[config.mk]
export PLATFORM = sky130hd
export DESIGN_NAME = sqrt_iter
export DESIGN_NICKNAME = d
export VERILOG_FILES = /design/src/rtl/fp16_pkg.sv /design/src/rtl/sqrt_step.sv /design/src/rtl/sqrt_iter.sv
export SDC_FILE = /design/constraint.sdc
export NUM_CORES = 1
export LEC_CHECK = 0
export BUFFER_PORTS_ARGS = -buffer_cell sky130_fd_sc_hd__buf_4
export CORE_UTILIZATION = 45
export CTS_BUF_LIST = sky130_fd_sc_hd__clkbuf_2
export DETAILED_ROUTE_END_ITERATION = 10
export PLACE_DENSITY = 0.61
export SLEW_MARGIN = 10
export SYNTH_ARGS = -nofsm -noshare
export SYNTH_HDL_FRONTEND = slang
export SYNTH_SLANG_ARGS = --single-unit
[constraint.sdc]
create_clock -name clk -period 6.7 [get_ports clk]
set_input_delay 0.67 -clock clk [delete_from_list [all_inputs] [get_ports clk]]
set_output_delay 0.67 -clock clk [all_outputs]
set_load 0.005 [all_outputs]
[src/rtl/fp16_pkg.sv]
// Shared types and constants for the half-precision iterative square-root stage.
package fp16_pkg;

   typedef enum logic [1:0] {
      IDLE = 2'd0,
      CALC = 2'd1,
      DONE = 2'd2
   } state_t;

   localparam int ITER_N_DEFAULT = 11;
   localparam int EXP_W          = 7;
   localparam int MANT_W         = 11;
   localparam int RAD_W          = 2 * MANT_W;
   localparam int REM_W          = 13;

   localparam logic signed [EXP_W-1:0] ZERO_EXP = -7'sd15;

   // An odd exponent is folded into the radicand so the halved exponent stays integral.
   function automatic logic [RAD_W-1:0] radicand(input logic [MANT_W-1:0] mant,
                                                 input logic              odd);
      logic [RAD_W-1:0] r;
      if (odd) begin
         r = {mant, 10'b0, 1'b0};
      end else begin
         r = {1'b0, mant, 10'b0};
      end
      return r;
   endfunction

endpackage

[src/rtl/sqrt_step.sv]
// One restoring square-root iteration: brings down a radicand bit pair and
// tries to subtract (4*root + 1) from the widened remainder.
module sqrt_step
   import fp16_pkg::*;
(
   input  logic [REM_W-1:0]  rem_in,
   input  logic [MANT_W-1:0] root_in,
   input  logic [1:0]        pair,
   output logic [REM_W-1:0]  rem_out,
   output logic              root_bit
);

   logic [REM_W+1:0] shifted;
   logic [REM_W+1:0] trial_sub;

   // Trial subtraction; the remainder is restored when the trial would go negative.
   always_comb begin
      shifted   = {rem_in, pair};
      trial_sub = {2'b00, root_in, 2'b01};
      root_bit  = 1'b0;
      rem_out   = {REM_W{1'b0}};
      if (shifted >= trial_sub) begin
         root_bit = 1'b1;
         rem_out  = REM_W'(shifted - trial_sub);
      end else begin
         root_bit = 1'b0;
         rem_out  = REM_W'(shifted);
      end
   end

endmodule

[src/rtl/sqrt_iter.sv]
// Iterative half-precision square root: special-case decode, then one root
// bit per enabled cycle through sqrt_step.
module sqrt_iter
   import fp16_pkg::*;
#(
   parameter int ITER_N = ITER_N_DEFAULT
)(
   input  logic                     clk,
   input  logic                     rst,
   input  logic                     enable,
   input  logic                     u_valid,
   input  logic                     sign_in,
   input  logic signed [EXP_W-1:0]  exp_in,
   input  logic [MANT_W-1:0]        mant_in,
   input  logic                     is_nan_in,
   input  logic                     is_pinf_in,
   input  logic                     is_ninf_in,
   input  logic                     is_zero_in,
   output logic                     busy,
   output logic                     it_valid,
   output logic                     sign_out,
   output logic signed [EXP_W-1:0]  exp_out,
   output logic [MANT_W-1:0]        mant_out,
   output logic                     is_nan_out,
   output logic                     is_pinf_out,
   output logic                     is_ninf_out,
   output logic                     result_out
);

   localparam int              CNT_W    = $clog2(ITER_N + 1);
   localparam logic [CNT_W-1:0] CNT_LAST = CNT_W'(ITER_N - 1);

   state_t                  state;
   state_t                  state_nx;
   logic [CNT_W-1:0]        cnt;
   logic [REM_W-1:0]        rem;
   logic [MANT_W-1:0]       root;
   logic [RAD_W-1:0]        rad;
   logic signed [EXP_W-1:0] exp_half;

   logic             accept;
   logic             last_step;
   logic             special;
   logic             sp_nan;
   logic             sp_pinf;
   logic             sp_zero;
   logic [REM_W-1:0] rem_nx;
   logic             bit_nx;

   assign accept      = enable & u_valid & (state == IDLE);
   assign last_step   = (cnt == CNT_LAST);
   assign is_ninf_out = 1'b0;

   sqrt_step u_step (
      .rem_in   (rem),
      .root_in  (root),
      .pair     (rad[RAD_W-1 -: 2]),
      .rem_out  (rem_nx),
      .root_bit (bit_nx)
   );

   // Operand classification, highest priority first.
   always_comb begin
      special = 1'b1;
      sp_nan  = 1'b0;
      sp_pinf = 1'b0;
      sp_zero = 1'b0;
      if (is_nan_in) begin
         sp_nan = 1'b1;
      end else if (is_zero_in) begin
         sp_zero = 1'b1;
      end else if (sign_in | is_ninf_in) begin
         sp_nan = 1'b1;
      end else if (is_pinf_in) begin
         sp_pinf = 1'b1;
      end else begin
         special = 1'b0;
      end
   end

   // FSM state register.
   always_ff @(posedge clk or posedge rst) begin
      if (rst) begin
         state <= IDLE;
      end else begin
         state <= state_nx;
      end
   end

   // FSM next-state logic; nothing advances while enable is low.
   always_comb begin
      state_nx = state;
      case (state)
         IDLE: begin
            if (accept) begin
               state_nx = special ? DONE : CALC;
            end else begin
               state_nx = IDLE;
            end
         end
         CALC: begin
            if (enable && last_step) begin
               state_nx = DONE;
            end else begin
               state_nx = CALC;
            end
         end
         DONE: begin
            if (enable) begin
               state_nx = IDLE;
            end else begin
               state_nx = DONE;
            end
         end
         default: state_nx = IDLE;
      endcase
   end

   // FSM outputs.
   always_comb begin
      busy     = (state != IDLE);
      it_valid = (state == DONE) & enable;
   end

   // Operand capture, iteration datapath and result registers.
   always_ff @(posedge clk or posedge rst) begin
      if (rst) begin
         cnt         <= {CNT_W{1'b0}};
         rem         <= {REM_W{1'b0}};
         root        <= {MANT_W{1'b0}};
         rad         <= {RAD_W{1'b0}};
         exp_half    <= {EXP_W{1'b0}};
         sign_out    <= 1'b0;
         exp_out     <= {EXP_W{1'b0}};
         mant_out    <= {MANT_W{1'b0}};
         is_nan_out  <= 1'b0;
         is_pinf_out <= 1'b0;
         result_out  <= 1'b0;
      end else if (enable) begin
         case (state)
            IDLE: begin
               if (u_valid && special) begin
                  sign_out    <= sp_zero & sign_in;
                  exp_out     <= sp_zero ? ZERO_EXP : {EXP_W{1'b0}};
                  mant_out    <= {MANT_W{1'b0}};
                  is_nan_out  <= sp_nan;
                  is_pinf_out <= sp_pinf;
                  result_out  <= 1'b1;
               end else if (u_valid) begin
                  cnt      <= {CNT_W{1'b0}};
                  rem      <= {REM_W{1'b0}};
                  root     <= {MANT_W{1'b0}};
                  rad      <= radicand(mant_in, exp_in[0]);
                  exp_half <= exp_in >>> 1;
               end else begin
                  cnt <= cnt;
               end
            end
            CALC: begin
               rem  <= rem_nx;
               root <= {root[MANT_W-2:0], bit_nx};
               rad  <= {rad[RAD_W-3:0], 2'b00};
               if (last_step) begin
                  cnt         <= {CNT_W{1'b0}};
                  sign_out    <= 1'b0;
                  exp_out     <= exp_half;
                  mant_out    <= {root[MANT_W-2:0], bit_nx};
                  is_nan_out  <= 1'b0;
                  is_pinf_out <= 1'b0;
                  result_out  <= (rem_nx == {REM_W{1'b0}});
               end else begin
                  cnt <= cnt + CNT_W'(1);
               end
            end
            default: begin
               cnt <= cnt;
            end
         endcase
      end
   end

endmodule

* Yosys cells after proc, flatten, opt, wreduce, memory -nomap -nowiden
Index checks and enable logic that the tools add are counted.
Widths: inputs -> output; s select.
** Storage, ports and cells
- Bits in latches :: 0
- Output and inout bits :: 25
- Bits of input ports :: 27
- RAM bits :: 0
- Flip-flop bits (word level) :: 80
- Word-level logic and storage cells :: 87
- Bits in read-only memories :: 0
- Memories kept :: 0
** Operators by class
- Divide/modulo/power cells :: 0
- Mux-type cells :: 50
- Multiply operators :: 0
- Bitwise gates (word level) :: 6
- Shift-type cells :: 0
- Eq/ne operators :: 7
- Magnitude comparators :: 1
- Add/sub/neg operators :: 2
- Reduce and logical (&&, ||, !) cells :: 9
** Operators with widths (count)
- $mux 22 :: 3
- $mux 11 :: 4
- $pmux 11 s2 :: 2
- $pmux 22 s2 :: 1
- $mux 13 :: 3
- $pmux 13 s2 :: 1
- $mux 7 :: 3
- $mux 1 :: 19
- $ge 15x13->1 :: 1
- $pmux 7 s2 :: 1
- $logic_not 13->1 :: 1
- $sub 13x13->13 :: 1
- $mux 4 :: 3
- $reduce_and 4->1 :: 3
- $mux 2 :: 4
- $pmux 1 s2 :: 4
- $pmux 4 s2 :: 1
- $ne 2x2->1 const B :: 3
- $pmux 2 s3 :: 1
- $add 4x1->4 const B :: 1
- $and 1x1->1 :: 4
- $eq 4x4->1 const B :: 1
- $reduce_bool 2->1 :: 2
- $eq 2x1->1 const B :: 1
- 6 further kinds :: 7

* Logic depth before layout (Yosys ltp)
Gate-level depths: netlist (run 1).
- Depth in word-level cells :: 7
- Gate-level depth with buffers :: 10
- Mapped depth without buffers :: 10

* Modules after synthesis
From an unflattened synthesis (run 1), not the netlist that was laid out.
** Second synthesis, totals
- Cell total of the unflattened synthesis :: 437
- Area total of the unflattened synthesis :: 4037.6 um2
** Modules (own cells, without submodules)
- sqrt_iter :: cells each 307, instances 1, seq. area each 1726.7 um2, area an instance 3085.5 um2
- sqrt_step :: cells each 130, instances 1, seq. area each 0.0 um2, area an instance 952.2 um2

* Worst setup path before layout (run 1)
Ideal clock, no wire load.
- Path kind :: flip-flop to flip-flop
- Start :: reg rem[0]
- End :: reg result_out
- Slack :: 4.143 ns
- Arrival time :: 2.465 ns
- Path buffers :: 0
- Stages on the path, launching flop included :: 9
- Library setup time :: 0.092 ns
- Period minus slack after synthesis :: 2.557 ns
- Cells stage by stage :: dfrtp_1 > ha_1 > o21ai_1 > a211oi_2 > a21oi_1 > o21bai_2 > mux2_4 > or4_4 > o31ai_2
** Between the ends
- Cells in the longest elaborated chain, start to end :: 5
- Elaborated cells between the ends (all ways) :: 6
- Classes of those cells :: 1 x add/sub; 1 x order compare; 3 x mux; 1 x reduce/logical
** RTL lines
- start: declaration :: RTL line sqrt_iter.sv:36 : logic [REM_W-1:0] rem;
- start signal: assignment :: RTL line sqrt_iter.sv:129 : rem <= {REM_W{1'b0}};
- start signal: assignment :: RTL line sqrt_iter.sv:151 : rem <= {REM_W{1'b0}};
- start signal: assignment :: RTL line sqrt_iter.sv:160 : rem <= rem_nx;
- $sub 13x13->13 or $ge 15x13->1 (tied branches) :: RTL line sqrt_step.sv:24, sqrt_step.sv:22
- $mux 13 (*) :: RTL line sqrt_step.sv:22 : if (shifted >= trial_sub) begin
- $logic_not 13->1 (*) :: RTL line sqrt_iter.sv:170 : result_out <= (rem_nx == {REM_W{1'b0}});
- $mux 1 (*) :: RTL line sqrt_iter.sv:163 : if (last_step) begin
- $pmux 1 s2 (*) :: RTL line sqrt_iter.sv:140 : case (state)
- end signal: assignment :: RTL line sqrt_iter.sv:170
- end: declaration :: RTL line sqrt_iter.sv:27 : output logic result_out
Mark *: on every way between the ends. The rest lies on a longest branch, timed or not. The select of a mux whose other input is x is not followed.
A chain may end at the register's enable or synchronous reset.

* Worst setup path in the final report (run 1)
Ends and elaborated chain as after synthesis.

==> out/metrics.sh, run 1 <==
RUN_STATUS='finished clean'
MAPPEDNETLISTNETS=455
SETUP_FAILING_EPS_FINAL=0
DRT_WL_TOTAL_MM=8.22
POSTSYNTH.ASYNCRESETSHARE_PCT=100
N_ANTENNA_CELL=0
CLOCK_TREE.ROOT_CELL='sky130_fd_sc_hd__clkbuf_2'
FIRST_GLOBAL_VIAS=2890
MAXSLEWHEADROOM_PCT=41.8
PATH_DELAY_FAMILY='compound AO/OA/AOI/OAI gates'
PWR-SHARE-SEQ_PCT=30.2
CLK_PIN_SLEW_WORST_PATHS_NS=0.21
CRIT_PATH_MAX_FANOUT=16
CLKLATENCYLATEPIN_NS=0.51
SYNTHESIS.INSTANCES=413
TRACK_USAGE_PCT=21.2
TIMING.FINAL.HOLD_VIOLATIONS=0
DIE_AREA_UM2=8680
FINAL_COMMON_CELL='sky130_fd_sc_hd__nand2_1'
ANT_NETS=0
TIMING.SETUP.TNS_NS=0
SYNTH_ENABLE_FLOP_CELLS=0
CTS_BUFFERS=9
DP_HPWL_MM=5.87
P_INT_mW=1.07
DRT_PRE_ANTENNA_ITERS=4
FINALCLOCKSKEW_NS=0.0296
CTS.REPAIR.RESIZED=0
MAX_CLOCK_FREQ_GHz=0.311
WORST_EP_REQUIRED_TIME_NS=7.14
CTS.SINKS=69
WORSTREG2REGSTART='rem[0]$_DFFE_PP0P_'
FP.COREAREA_UM2=7890
POSTSYNTH.TOPFLOPCELL='sky130_fd_sc_hd__dfrtp_1'
YOSYS_WARNINGS=0
GRT_SETUP_UNREPAIRED='false'
INITIAL_CORE_UTIL_PCT=47.4
NUMBER_OF_SETUP_BUFFERS_ADDED_AFTER_CTS=0
MULTIINPUTGATEAREA_UM2=1850
CTS.HOLD.BUFFERS_ADDED=0
MAX-CLOCK-PATH-BUFFERS=2
POST-ROUTE-DRC-COUNT=0
SETUP.WORST_PATH.START='rem[0]$_DFFE_PP0P_'
POWER.CLOCK.FRACTION_PCT=14.7
GRT_MAX_DEGREE=70
TIGHTEST_SLEW_NS=0.873
FINALHOLDWORSTSLACK_NS=0.386
GRT_REMAINING_OVERFLOW=0
TOP_LIBRARY_CELLS_BY_USAGE_IN_THE_LAYOUT_FILL_AND_TAPS_ASIDE='sky130_fd_sc_hd__nand2_1, sky130_fd_sc_hd__dfrtp_1, sky130_fd_sc_hd__buf_4'
FIN_CELLS=563
DIE-WIDTH_UM=93.2
ROW_COUNT=32
WORST_EP_ARRIVAL_TIME_NS=3.66
FF_LATCH_AREA_UM2=1730
NET-SWITCHING-POWER_mW=0.805
NETLIST_AREA_UM2=3740
PATH_CLASS='flip-flop to flip-flop'
POWER_SWITCHING_SHARE_PCT=42.9
NUMPORTBUFFERS=50
SYNTH-SEQ-CELLS=69
DIEHEIGHT_UM=93.2
POWER.DENSITY_CELL_AREA_nW_PER_UM2=433
WORST_SETUP_PATH_START_KIND='flip-flop'
PLACE_CONGESTION=0.853
GRT_FIRST_PASS_WIRELENGTH_MM=14.3
YOSYSUNIQUECELLTYPES=54
HOLD_PATH.CLASS='input pin to asynchronous set/reset pin'
CRIT_PATH_MAX_INCR_DELAY_NS=0.67
AVERAGE_WIRE_PER_STANDARD_CELL_UM=14.6
P_LEAK_nW=2.06
GRT_ANTENNA_BEFORE_REPAIR=0
CRIT_CHAIN='ha_1 > o21ai_1 > a211oi_2 > a21oi_1 > o21bai_2 > mux2_4 > or4_4 > o31ai_2'
DRV_SLEW=0
DRV.MAX_CAP_VIOLATION_COUNT=0
PEAKVDDDROP_mV=0.228
POST-ROUTE-MIN-PERIOD_NS=3.21
DRIVE_ABOVE_1_SHARE_PCT=18.9
SYNTH_SEQUENTIAL_AREA_RATIO_PCT=46.2
DPL.CELL_COUNT=547
P_TOTAL_mW=1.88
POST_DRT_VIA_CELL_RATIO=5.36
CLOCK_TREE.HTREE_LEVEL_COUNT=3
COMB_POWER_SHARE_PCT=55.1
DETAIL_ROUTE.ITER0.VIOLATIONS=182
CRITPATHSLOWESTCELL='sky130_fd_sc_hd__o21bai_2'
CTS_TREE='done'
SYNTH_AREA_PER_CELL_UM2=9.06
CP-END-KIND='flip-flop'
LAYOUT_UTILIZATION_PCT=54.9
WORST-PATH-BUF-INV=0
IOPINCOUNT=52
VIAS=3018
FINAL_MIN_PERIOD_OVER_CLOCK_PERIOD_PCT=48.0
FINAL_NETS=498
NUM-FILL-CELLS=741
AREA_GROWTH_SYN_TO_LAYOUT_PCT=15.8
## flip-flops by register name (all words and copies together) (netlist names), 2 cells and up
register,flops
exp_out,6
root,11
exp_half,6
mant_out,11
rad,12
state,2
rem,13
cnt,4
## power groups by stage
stage / registers [mW] / clock network [mW] / logic (mW)
2_1_floorplan: 0.556 / 0 / 0.819
3_3_place_gp: 0.575 / 0 / 1.03
3_5_place_dp: 0.576 / 0 / 1.03
4_1_cts: 0.568 / 0.287 / 1.03
5_1_grt: 0.581 / 0.309 / 1.15
6_report: 0.567 / 0.276 / 1.03
## worst register-to-register path, cell delays in order, from the launching register on
cell,delay (ns)
sky130_fd_sc_hd__dfrtp_1,0.46
sky130_fd_sc_hd__ha_1,0.37
sky130_fd_sc_hd__o21ai_1,0.14
sky130_fd_sc_hd__a211oi_2,0.30
sky130_fd_sc_hd__a21oi_1,0.16
sky130_fd_sc_hd__o21bai_2,0.67
sky130_fd_sc_hd__mux2_4,0.36
sky130_fd_sc_hd__or4_4,0.51
sky130_fd_sc_hd__o31ai_2,0.19
## worst paths after layout
path / endpoint / slack [ns] / depth (start not counted)
max: result_out$_DFFE_PP0P_ / 3.49 / 8
min: rem[1]$_DFFE_PP0P_ / 0.39 / 3
max reg2reg: result_out$_DFFE_PP0P_ / 3.49 / 8
min reg2reg: cnt[3]$_DFFE_PP0P_ / 0.49 / 1
max in group asynchronous: rad[11]$_DFFE_PP0P_ / 5.72 / 3
min in group clk: exp_half[4]$_DFFE_PP0P_ / 0.39 / 2
## kinds of logic (layout without fill, tap and decap cells)
kind of cell / after synthesis / after routing / share of synthesized area (%)
simple gates: 137 / 137 / 16.3
compound gates: 111 / 111 / 18.2
flops: 69 / 69 / 46.2
buf+inv: 44 / 92 / 4.65
other cells: 1 / 1 / 0.100
xor+xnor: 12 / 12 / 2.81
mux: 24 / 24 / 6.79
fa+ha+maj: 15 / 15 / 5.02
## stage by stage
step	area, um^2	setup slack [ns]
global placement	4200	3.58
CTS	4330	3.47
finish	4330	3.49
floorplan	3740	4.14
global route	4330	3.27
detailed placement	4200	3.50
## Yosys cell counts (2+ instances only)
| master | n | area, um^2 |
|---|---|---|
| sky130_fd_sc_hd__ha_1 | 15 | 188 |
| sky130_fd_sc_hd__xor2_1 | 6 | 52.6 |
| sky130_fd_sc_hd__dfrtp_1 | 69 | 1730 |
| sky130_fd_sc_hd__inv_1 | 21 | 78.8 |
| sky130_fd_sc_hd__o21ai_1 | 20 | 100 |
| sky130_fd_sc_hd__nor2_1 | 28 | 105 |
| sky130_fd_sc_hd__clkbuf_1 | 18 | 67.6 |
| sky130_fd_sc_hd__or3_1 | 2 | 12.5 |
| sky130_fd_sc_hd__a41oi_1 | 2 | 17.5 |
| sky130_fd_sc_hd__xnor2_1 | 6 | 52.6 |
| sky130_fd_sc_hd__nand2b_1 | 7 | 43.8 |
| sky130_fd_sc_hd__nand2_1 | 74 | 278 |
| sky130_fd_sc_hd__o21ai_0 | 37 | 185 |
| sky130_fd_sc_hd__nand3_1 | 5 | 25.0 |
| sky130_fd_sc_hd__a21oi_1 | 21 | 105 |
| sky130_fd_sc_hd__a31oi_1 | 2 | 12.5 |
| sky130_fd_sc_hd__or4_1 | 2 | 15.0 |
| sky130_fd_sc_hd__mux2i_1 | 16 | 160 |
| sky130_fd_sc_hd__o41ai_1 | 2 | 17.5 |
| sky130_fd_sc_hd__mux2_2 | 7 | 78.8 |
| sky130_fd_sc_hd__nor3_1 | 4 | 20.0 |
| sky130_fd_sc_hd__nor4_1 | 3 | 18.8 |
| sky130_fd_sc_hd__nor2b_1 | 2 | 12.5 |
| sky130_fd_sc_hd__o21bai_1 | 2 | 15.0 |
| sky130_fd_sc_hd__o31ai_1 | 3 | 22.5 |
| sky130_fd_sc_hd__a32o_1 | 6 | 60.1 |
| sky130_fd_sc_hd__buf_4 | 2 | 15.0 |
| sky130_fd_sc_hd__and2_1 | 2 | 12.5 |
| sky130_fd_sc_hd__a21o_1 | 3 | 22.5 |
| sky130_fd_sc_hd__nand4_1 | 2 | 12.5 |
## routing by layer
metal  track usage (%)  vias to the layer above  share of wire, %
met5                 0                        -                 0
met4              4.62                        0               1.0
met3              4.88                        6               3.3
met2              32.4                       57                45
met1              30.8                     1435                50
li1                  -                     1520                 -
## layout make-up
cell class | count | area share (%)
clock buffer | 9 | 1.04
multi-input combinational | 300 | 42.8
clock inverter | 7 | 2.05
sequential | 69 | 39.9
timing repair buffer | 54 | 9.36
tap | 102 | 2.95
inverter | 22 | 1.91
No activity file was read; power rests on OpenSTA's default activity.
==> inputs of run 2 (changes only) <==
- clock period: 6.7 -> 3 ns (I/O delays scaled with it)
==> run 2 against run 1 <==
Compared with the run above: total power grew 120%; worst setup slack lost 3.2 ns; global-route usage grew 0.38 points; clock power grew 110%; non-clock buffer count grew 9; critical path depth shrank 1; cell area grew 1.7%; sequential power grew 120%; clock skew grew 0.014 ns; via count grew 0.89%; first-iteration DRC count grew 2.7%; largest cell class unchanged; largest power group unchanged.
==> out/metrics.sh, run 2 (synthesis results as in run 1) <==
R2R_CELLS=7  # -1
DRT_WL_TOTAL_MM=8.52  # +3.7%
SETUP_FAILING_EPS_FINAL=0  # unchanged
DRV_SLEW=0  # unchanged
SETUP.WORST_PATH.START='rem[7]$_DFFE_PP0P_'
FP.COREAREA_UM2=7890  # unchanged
FINAL_NETS=507  # +1.8%
ROW_COUNT=32  # unchanged
AVERAGE_WIRE_PER_STANDARD_CELL_UM=14.9  # +2.0%
DIEHEIGHT_UM=93.2  # unchanged
WORSTHOLDSTART='is_pinf_in'
HOLDPATHSTAGES=3
CLKLATENCYLATEPIN_NS=0.50  # about the same
N_ANTENNA_CELL=0  # unchanged
TRACK_USAGE_PCT=21.6  # +0.38 points
P_INT_mW=2.36  # +120%
POST_DRT_VIA_CELL_RATIO=5.32  # -0.69%
DETAIL_ROUTE.ITER0.VIOLATIONS=187  # +2.7%
MAX-CLOCK-PATH-BUFFERS=2  # unchanged
MET3_LENGTH_UM=374  # +37%
TIGHTEST_SLEW_NS=1.01  # +0.134 ns
MET1_LENGTH_MM=4.20  # +1.4%
IOPINCOUNT=52  # unchanged
R2R_SETUP_SLACK_NS=0.27  # -3.21 ns
WORST_R2R_ENDPOINT='result_out$_DFFE_PP0P_'
POWER.DENSITY_CELL_AREA_nW_PER_UM2=953  # +120%
WORSTREG2REGSTART='rem[7]$_DFFE_PP0P_'
PEAKVDDDROP_mV=0.468  # +110%
DPL.CELL_COUNT=550  # +0.55%
CP-END-KIND='flip-flop'
REGMOSTFLOPS='rem'
DP_HPWL_MM=6.15  # +4.8%
HOLD_PATH.CLASS='input pin to flip-flop'
DRV.MAX_CAP_VIOLATION_COUNT=0  # unchanged
CRIT_PATH_MAX_FANOUT=5  # -11
CLK_PIN_SLEW_WORST_PATHS_NS=0.23  # +0.02 ns
POST-ROUTE-DRC-COUNT=0  # unchanged
NUMBER_OF_SETUP_BUFFERS_ADDED_AFTER_CTS=0  # unchanged
PWR-SHARE-SEQ_PCT=30.3  # about the same
DRT_PRE_ANTENNA_ITERS=5  # +1
AREA_GROWTH_SYN_TO_LAYOUT_PCT=17.7
FINAL_MIN_PERIOD_OVER_CLOCK_PERIOD_PCT=90.9  # +43 points
POST-ROUTE-MIN-PERIOD_NS=2.73  # -0.488 ns
TIMING.SETUP.TNS_NS=0  # unchanged
GRT_ANTENNA_BEFORE_REPAIR=0  # unchanged
FINALCLOCKSKEW_NS=0.0436  # +0.0140 ns
TIMING.FINAL.HOLD_VIOLATIONS=0  # unchanged
GRT_REMAINING_OVERFLOW=0  # unchanged
DIE_AREA_UM2=8680  # unchanged
INITIAL_CORE_UTIL_PCT=47.4  # unchanged
FINAL_COMMON_CELL='sky130_fd_sc_hd__nand2_1'
CTS.REPAIR.RESIZED=0  # unchanged
BIGGESTREGSBYFLOPS='rem (13), rad (12)'
GRT_MAX_DEGREE=49  # -30%
CTS_BUFFERS=9  # unchanged
CTS_TREE='done'
PLACE_CONGESTION=0.915  # +7.4%
POWER.CLOCK.FRACTION_PCT=13.6  # -1.1 points
P_LEAK_nW=2.10  # +1.8%
POWER_SWITCHING_SHARE_PCT=43.8  # +0.87 points
WORSTHOLDENDPOINT='is_pinf_out$_DFFE_PP0P_'
MAX_CLOCK_FREQ_GHz=0.367  # +18%
FIRST_GLOBAL_VIAS=2945  # +1.9%
ANT_NETS=0  # unchanged
NET-SWITCHING-POWER_mW=1.84  # +130%
COMB_POWER_SHARE_PCT=56.1  # +1.0 points
PATH_CLASS='flip-flop to flip-flop'
DIE-WIDTH_UM=93.2  # unchanged
FIN_CELLS=572  # +1.6%
WORST_EP_REQUIRED_TIME_NS=3.44  # -3.70 ns
MAXSLEWHEADROOM_PCT=32.7  # -9.1 points
WORST_EP_ARRIVAL_TIME_NS=3.17  # -0.49 ns
CLOCK_TREE.HTREE_LEVEL_COUNT=3  # unchanged
WORST_SETUP_PATH_START_KIND='flip-flop'
TOP_LIBRARY_CELLS_BY_USAGE_IN_THE_LAYOUT_FILL_AND_TAPS_ASIDE='sky130_fd_sc_hd__nand2_1, sky130_fd_sc_hd__dfrtp_1, sky130_fd_sc_hd__buf_4'
CLOCK_TREE.ROOT_CELL='sky130_fd_sc_hd__clkbuf_2'
RUN_STATUS='finished clean'
GRT_SETUP_UNREPAIRED='false'
ROUTED-WL-MET2_MM=3.81  # +2.4%
VIAS=3045  # +0.89%
TOP_LAYER_USED='met4'
LARGEST_REGISTER_FFS=13  # unchanged
DRIVE_ABOVE_1_SHARE_PCT=19.6  # +0.70 points
GRT_FIRST_PASS_WIRELENGTH_MM=14.5  # +1.4%
P_TOTAL_mW=4.20  # +120%
CTS.SINKS=69  # unchanged
NUMPORTBUFFERS=50  # unchanged
==> run 2: cell types whose count changed in the layout (fill, tap and decap cells not counted), sizes merged <==
cell / change
clkinv: -1
bufinv: -1
inv: +2
dlygate4sd3: +6
buf: +3
==> run 2: per-layer routing <==
layer	up-vias	global-route usage, %
li1	1532	-
met1	1425	30.8
met2	78	32.5
met3	10	4.07
met4	0	8.21
met5	-	0
==> run 2: area by class of cell <==
| type | count | area [um^2] |
|---|---|---|
| Clock inverter | 7 | 80.1 |
| Timing Repair Buffer | 63 | 488 |
| Sequential cell | 69 | 1730 |
| Fill cell | 712 | 3480 |
| Clock buffer | 9 | 45.0 |
| Tap cell | 102 | 128 |
| Inverter | 22 | 82.6 |
| Multi-Input combinational cell | 300 | 1850 |
==> run 2: per-stage QoR <==
stage | worst slack (ns) | hold slack, ns | utilization [%] | instance area [um^2]
floorplan | 0.443 | 0.433 | - | 3740
global placement | 0.336 | 0.347 | 53.5 | 4220
detailed placement | 0.289 | 0.347 | 53.5 | 4220
CTS | 0.248 | 0.00409 | 55.8 | 4400
global route | 0.0520 | 0.00188 | 55.8 | 4400
finish | 0.273 | 0.0522 | 55.8 | 4400
==> run 2: worst max-delay path by stage <==
| stage | endpoint | depth (start not counted) | slack (ns) |
|---|---|---|---|
| after CTS | result_out$_DFFE_PP0P_ | 8 | 0.25 |
| after global routing | result_out$_DFFE_PP0P_ | 9 | 0.05 |
| after detailed placement | result_out$_DFFE_PP0P_ | 9 | 0.29 |
| final | result_out$_DFFE_PP0P_ | 7 | 0.27 |
| after floorplan | result_out$_DFFE_PP0P_ | 8 | 0.44 |
| after global placement | result_out$_DFFE_PP0P_ | 9 | 0.34 |
==> run 2: power by group through the flow <==
stage | logic, mW | registers (mW) | clock network [mW]
detailed placement | 2.33 | 1.29 | 0
floorplan | 1.83 | 1.24 | 0
finish | 2.35 | 1.27 | 0.570
global placement | 2.33 | 1.28 | 0
global route | 2.63 | 1.30 | 0.630
CTS | 2.35 | 1.27 | 0.596
==> run 2: repair_timing <==
| item | in CTS | in global routing |
|---|---|---|
| hold buffers | 6 | 0 |
| hold endpoints to repair | 25 | 0 |
| setup endpoints to repair | 0 | 0 |
==> run 2: worst max-delay path, cell delays in order, from the launching register on <==
cell,delay (ns)
sky130_fd_sc_hd__dfrtp_1,0.48
sky130_fd_sc_hd__ha_1,0.40
sky130_fd_sc_hd__nand4_1,0.19
sky130_fd_sc_hd__o41ai_1,0.38
sky130_fd_sc_hd__o21bai_2,0.20
sky130_fd_sc_hd__mux2_4,0.32
sky130_fd_sc_hd__or4_4,0.51
sky130_fd_sc_hd__o31ai_2,0.17
==> inputs of run 3 (changes only) <==
- MAX_ROUTING_LAYER: unset -> met4
==> run 3 against run 2 <==
Compared with the run above: worst setup slack worse by 0.0098 ns; fmax shrank 0.36%; highest routed layer unchanged; via count fell by 0.13%; sequential share of layout area unchanged; critical path type unchanged; largest cell class unchanged; largest power group unchanged.
==> out/metrics.sh, run 3 (synthesis results as in run 1) <==
PLACE_CONGESTION=0.931  # +1.7%
CLK_PIN_SLEW_WORST_PATHS_NS=0.23  # about the same
PWR-SHARE-SEQ_PCT=30.3  # about the same
WORST_EP_ARRIVAL_TIME_NS=3.20  # +0.03 ns
CLOCK_TREE.HTREE_LEVEL_COUNT=3  # unchanged
BIGGESTREGSBYFLOPS='rem (13), rad (12)'
POST-ROUTE-MIN-PERIOD_NS=2.74  # +0.00982 ns
TIMING.FINAL.HOLD_VIOLATIONS=0  # unchanged
CP-END-KIND='flip-flop'
NUMPORTBUFFERS=50  # unchanged
CRIT_CHAIN='inv_1 > ha_1 > nand4_1 > o41ai_1 > o21bai_2 > mux2_4 > or4_4 > o31ai_2'
CTS_BUFFERS=9  # unchanged
POWER.CLOCK.FRACTION_PCT=13.7  # about the same
MAXSLEWHEADROOM_PCT=33.3  # +0.57 points
GRT_ANTENNA_BEFORE_REPAIR=0  # unchanged
FINAL_CRITICAL_PATH_SETUP_SLACK_NS=0.263  # -0.00982 ns
FINAL_MIN_PERIOD_OVER_CLOCK_PERIOD_PCT=91.2  # +0.33 points
CRITPATHSLOWESTCELL='sky130_fd_sc_hd__or4_4'
DP_HPWL_MM=6.15  # unchanged
GRT_MAX_DEGREE=49  # unchanged
GRT_SETUP_UNREPAIRED='false'
VIAS=3041  # -0.13%
RUN_STATUS='finished clean'
TOP_LIBRARY_CELLS_BY_USAGE_IN_THE_LAYOUT_FILL_AND_TAPS_ASIDE='sky130_fd_sc_hd__nand2_1, sky130_fd_sc_hd__dfrtp_1, sky130_fd_sc_hd__buf_4'
TIMING.SETUP.TNS_NS=0  # unchanged
SETUP_FAILING_EPS_FINAL=0  # unchanged
DRT_PRE_ANTENNA_ITERS=6  # +1
CLKLATENCYLATEPIN_NS=0.52  # +0.02 ns
TRACK_USAGE_PCT=22.2  # +0.59 points
MAX-CLOCK-PATH-BUFFERS=2  # unchanged
AREA_GROWTH_SYN_TO_LAYOUT_PCT=17.7  # unchanged
P_LEAK_nW=2.10  # unchanged
FIRST_GLOBAL_VIAS=2950  # +0.17%
PLACEMENT.SETUP.WORST_SLACK_NS=0.289  # unchanged
DETAIL_ROUTE.ITER0.VIOLATIONS=190  # +1.6%
POST_DRT_VIA_CELL_RATIO=5.32  # -0.13%
PATH_CLASS='flip-flop to flip-flop'
FINAL_NETS=507  # unchanged
DRT_WL_TOTAL_MM=8.51  # -0.14%
DRV.MAX_CAP_VIOLATION_COUNT=0  # unchanged
INITIAL_CORE_UTIL_PCT=47.4  # unchanged
POST-ROUTE-DRC-COUNT=0  # unchanged
DPL.CELL_COUNT=550  # unchanged
DIE_AREA_UM2=8680  # unchanged
AVERAGE_WIRE_PER_STANDARD_CELL_UM=14.9  # -0.14%
TIGHTEST_SLEW_NS=0.998  # -0.00848 ns
ANT_NETS=0  # unchanged
CRIT_PATH_MAX_INCR_DELAY_NS=0.51  # about the same
PEAKVDDDROP_mV=0.466  # -0.43%
CTS_TREE='done'
COMB_POWER_SHARE_PCT=56.1  # about the same
FINALCLOCKSKEW_NS=0.0364  # -0.00716 ns
DRIVE_ABOVE_1_SHARE_PCT=19.6  # unchanged
POWER.DENSITY_CELL_AREA_nW_PER_UM2=954  # about the same
MAX_CLOCK_FREQ_GHz=0.365  # -0.36%
IOPINCOUNT=52  # unchanged
HOLD_PATH.CLASS='input pin to flip-flop'
WORST-PATH-BUF-INV=1  # +1
P_INT_mW=2.36  # about the same
GRT_FIRST_PASS_WIRELENGTH_MM=14.5  # about the same
DIEHEIGHT_UM=93.2  # unchanged
CTS.SINKS=69  # unchanged
DIE-WIDTH_UM=93.2  # unchanged
P_TOTAL_mW=4.20  # about the same
PATH_DELAY_FAMILY='compound AO/OA/AOI/OAI gates'
WORST_SETUP_PATH_START_KIND='flip-flop'
FP.COREAREA_UM2=7890  # unchanged
LARGEST_REGISTER_FFS=13  # unchanged
POWER_SWITCHING_SHARE_PCT=43.8  # +0.054 points
NET-SWITCHING-POWER_mW=1.84  # +0.22%
CLOCK_TREE.ROOT_CELL='sky130_fd_sc_hd__clkbuf_2'
CRIT_PATH_MAX_FANOUT=6  # +1
REGMOSTFLOPS='rem'
ROW_COUNT=32  # unchanged
FINAL_COMMON_CELL='sky130_fd_sc_hd__nand2_1'
FIN_CELLS=572  # unchanged
N_ANTENNA_CELL=0  # unchanged
WORST_EP_REQUIRED_TIME_NS=3.46  # +0.02 ns
GRT_REMAINING_OVERFLOW=0  # unchanged
DRV_SLEW=0  # unchanged
NUM-FILL-CELLS=712  # unchanged
==> run 3: cell type report <==
cell class | instances | area [um^2] | share of cell area (%)
repair buffers | 63 | 488 | 11.1
flip-flops and latches | 69 | 1730 | 39.2
clock buffers | 9 | 45.0 | 1.02
inverters | 22 | 82.6 | 1.88
multi-input cells | 300 | 1850 | 42.1
clock inverters | 7 | 80.1 | 1.82
well taps | 102 | 128 | 2.90
==> run 3: path summary, 6_finish.rpt <==
check                                         start                 endpoint  slack [ns]  cells past startpoint
worst max-delay path            root[8]$_DFFE_PP0P_   result_out$_DFFE_PP0P_        0.26                      8
worst min-delay path                     is_pinf_in  is_pinf_out$_DFFE_PP0P_        0.02                      3
worst max register to register  root[8]$_DFFE_PP0P_   result_out$_DFFE_PP0P_        0.26                      8
worst min register to register   cnt[3]$_DFFE_PP0P_       cnt[3]$_DFFE_PP0P_        0.50                      1
max in group asynchronous                       rst      rad[18]$_DFFE_PP0P_        1.93                      4
min in group asynchronous                       rst   exp_out[5]$_DFFE_PP0P_        0.31                      3
==> run 3: stage by stage <==
step	hold slack (ns)	utilization [%]	area [um^2]
final	0.0210	55.8	4400
after global placement	0.347	53.5	4220
after detailed placement	0.347	53.5	4220
after floorplan	0.433	-	3740
after CTS	0.00409	55.8	4400
after global routing	0.00186	55.8	4400
==> run 3: worst reg2reg max path, stage by stage, from the launching register on <==
cell and delay, ns:
sky130_fd_sc_hd__dfrtp_1 0.42, sky130_fd_sc_hd__inv_1 0.05, sky130_fd_sc_hd__ha_1 0.39, sky130_fd_sc_hd__nand4_1 0.20, sky130_fd_sc_hd__o41ai_1 0.39, sky130_fd_sc_hd__o21bai_2 0.20
sky130_fd_sc_hd__mux2_4 0.32, sky130_fd_sc_hd__or4_4 0.51, sky130_fd_sc_hd__o31ai_2 0.17
==> run 3: layer usage <==
| metal | share of wire (%) | global-route usage, % | routed length [um] |
|---|---|---|---|
| met1 | 49 | 30.7 | 4190 |
| met2 | 45 | 32.7 | 3790 |
| met5 | 0 | - | 0 |
| met4 | 1.9 | 8.21 | 158 |
| met3 | 4.3 | 3.98 | 368 |
==> run 3: timing repair <==
item	in CTS	in global routing
resized for setup	0	0
setup buffers	0	0
hold buffers	6	0
hold endpoints to repair	25	0
==> run 3: power by group through the flow <==
| stage | clock, mW | combinational [mW] | sequential, mW |
|---|---|---|---|
| after floorplan | 0 | 1.83 | 1.24 |
| after global placement | 0 | 2.33 | 1.28 |
| after detailed placement | 0 | 2.33 | 1.29 |
| after CTS | 0.596 | 2.35 | 1.27 |
| after global routing | 0.630 | 2.63 | 1.30 |
| final | 0.575 | 2.36 | 1.27 |
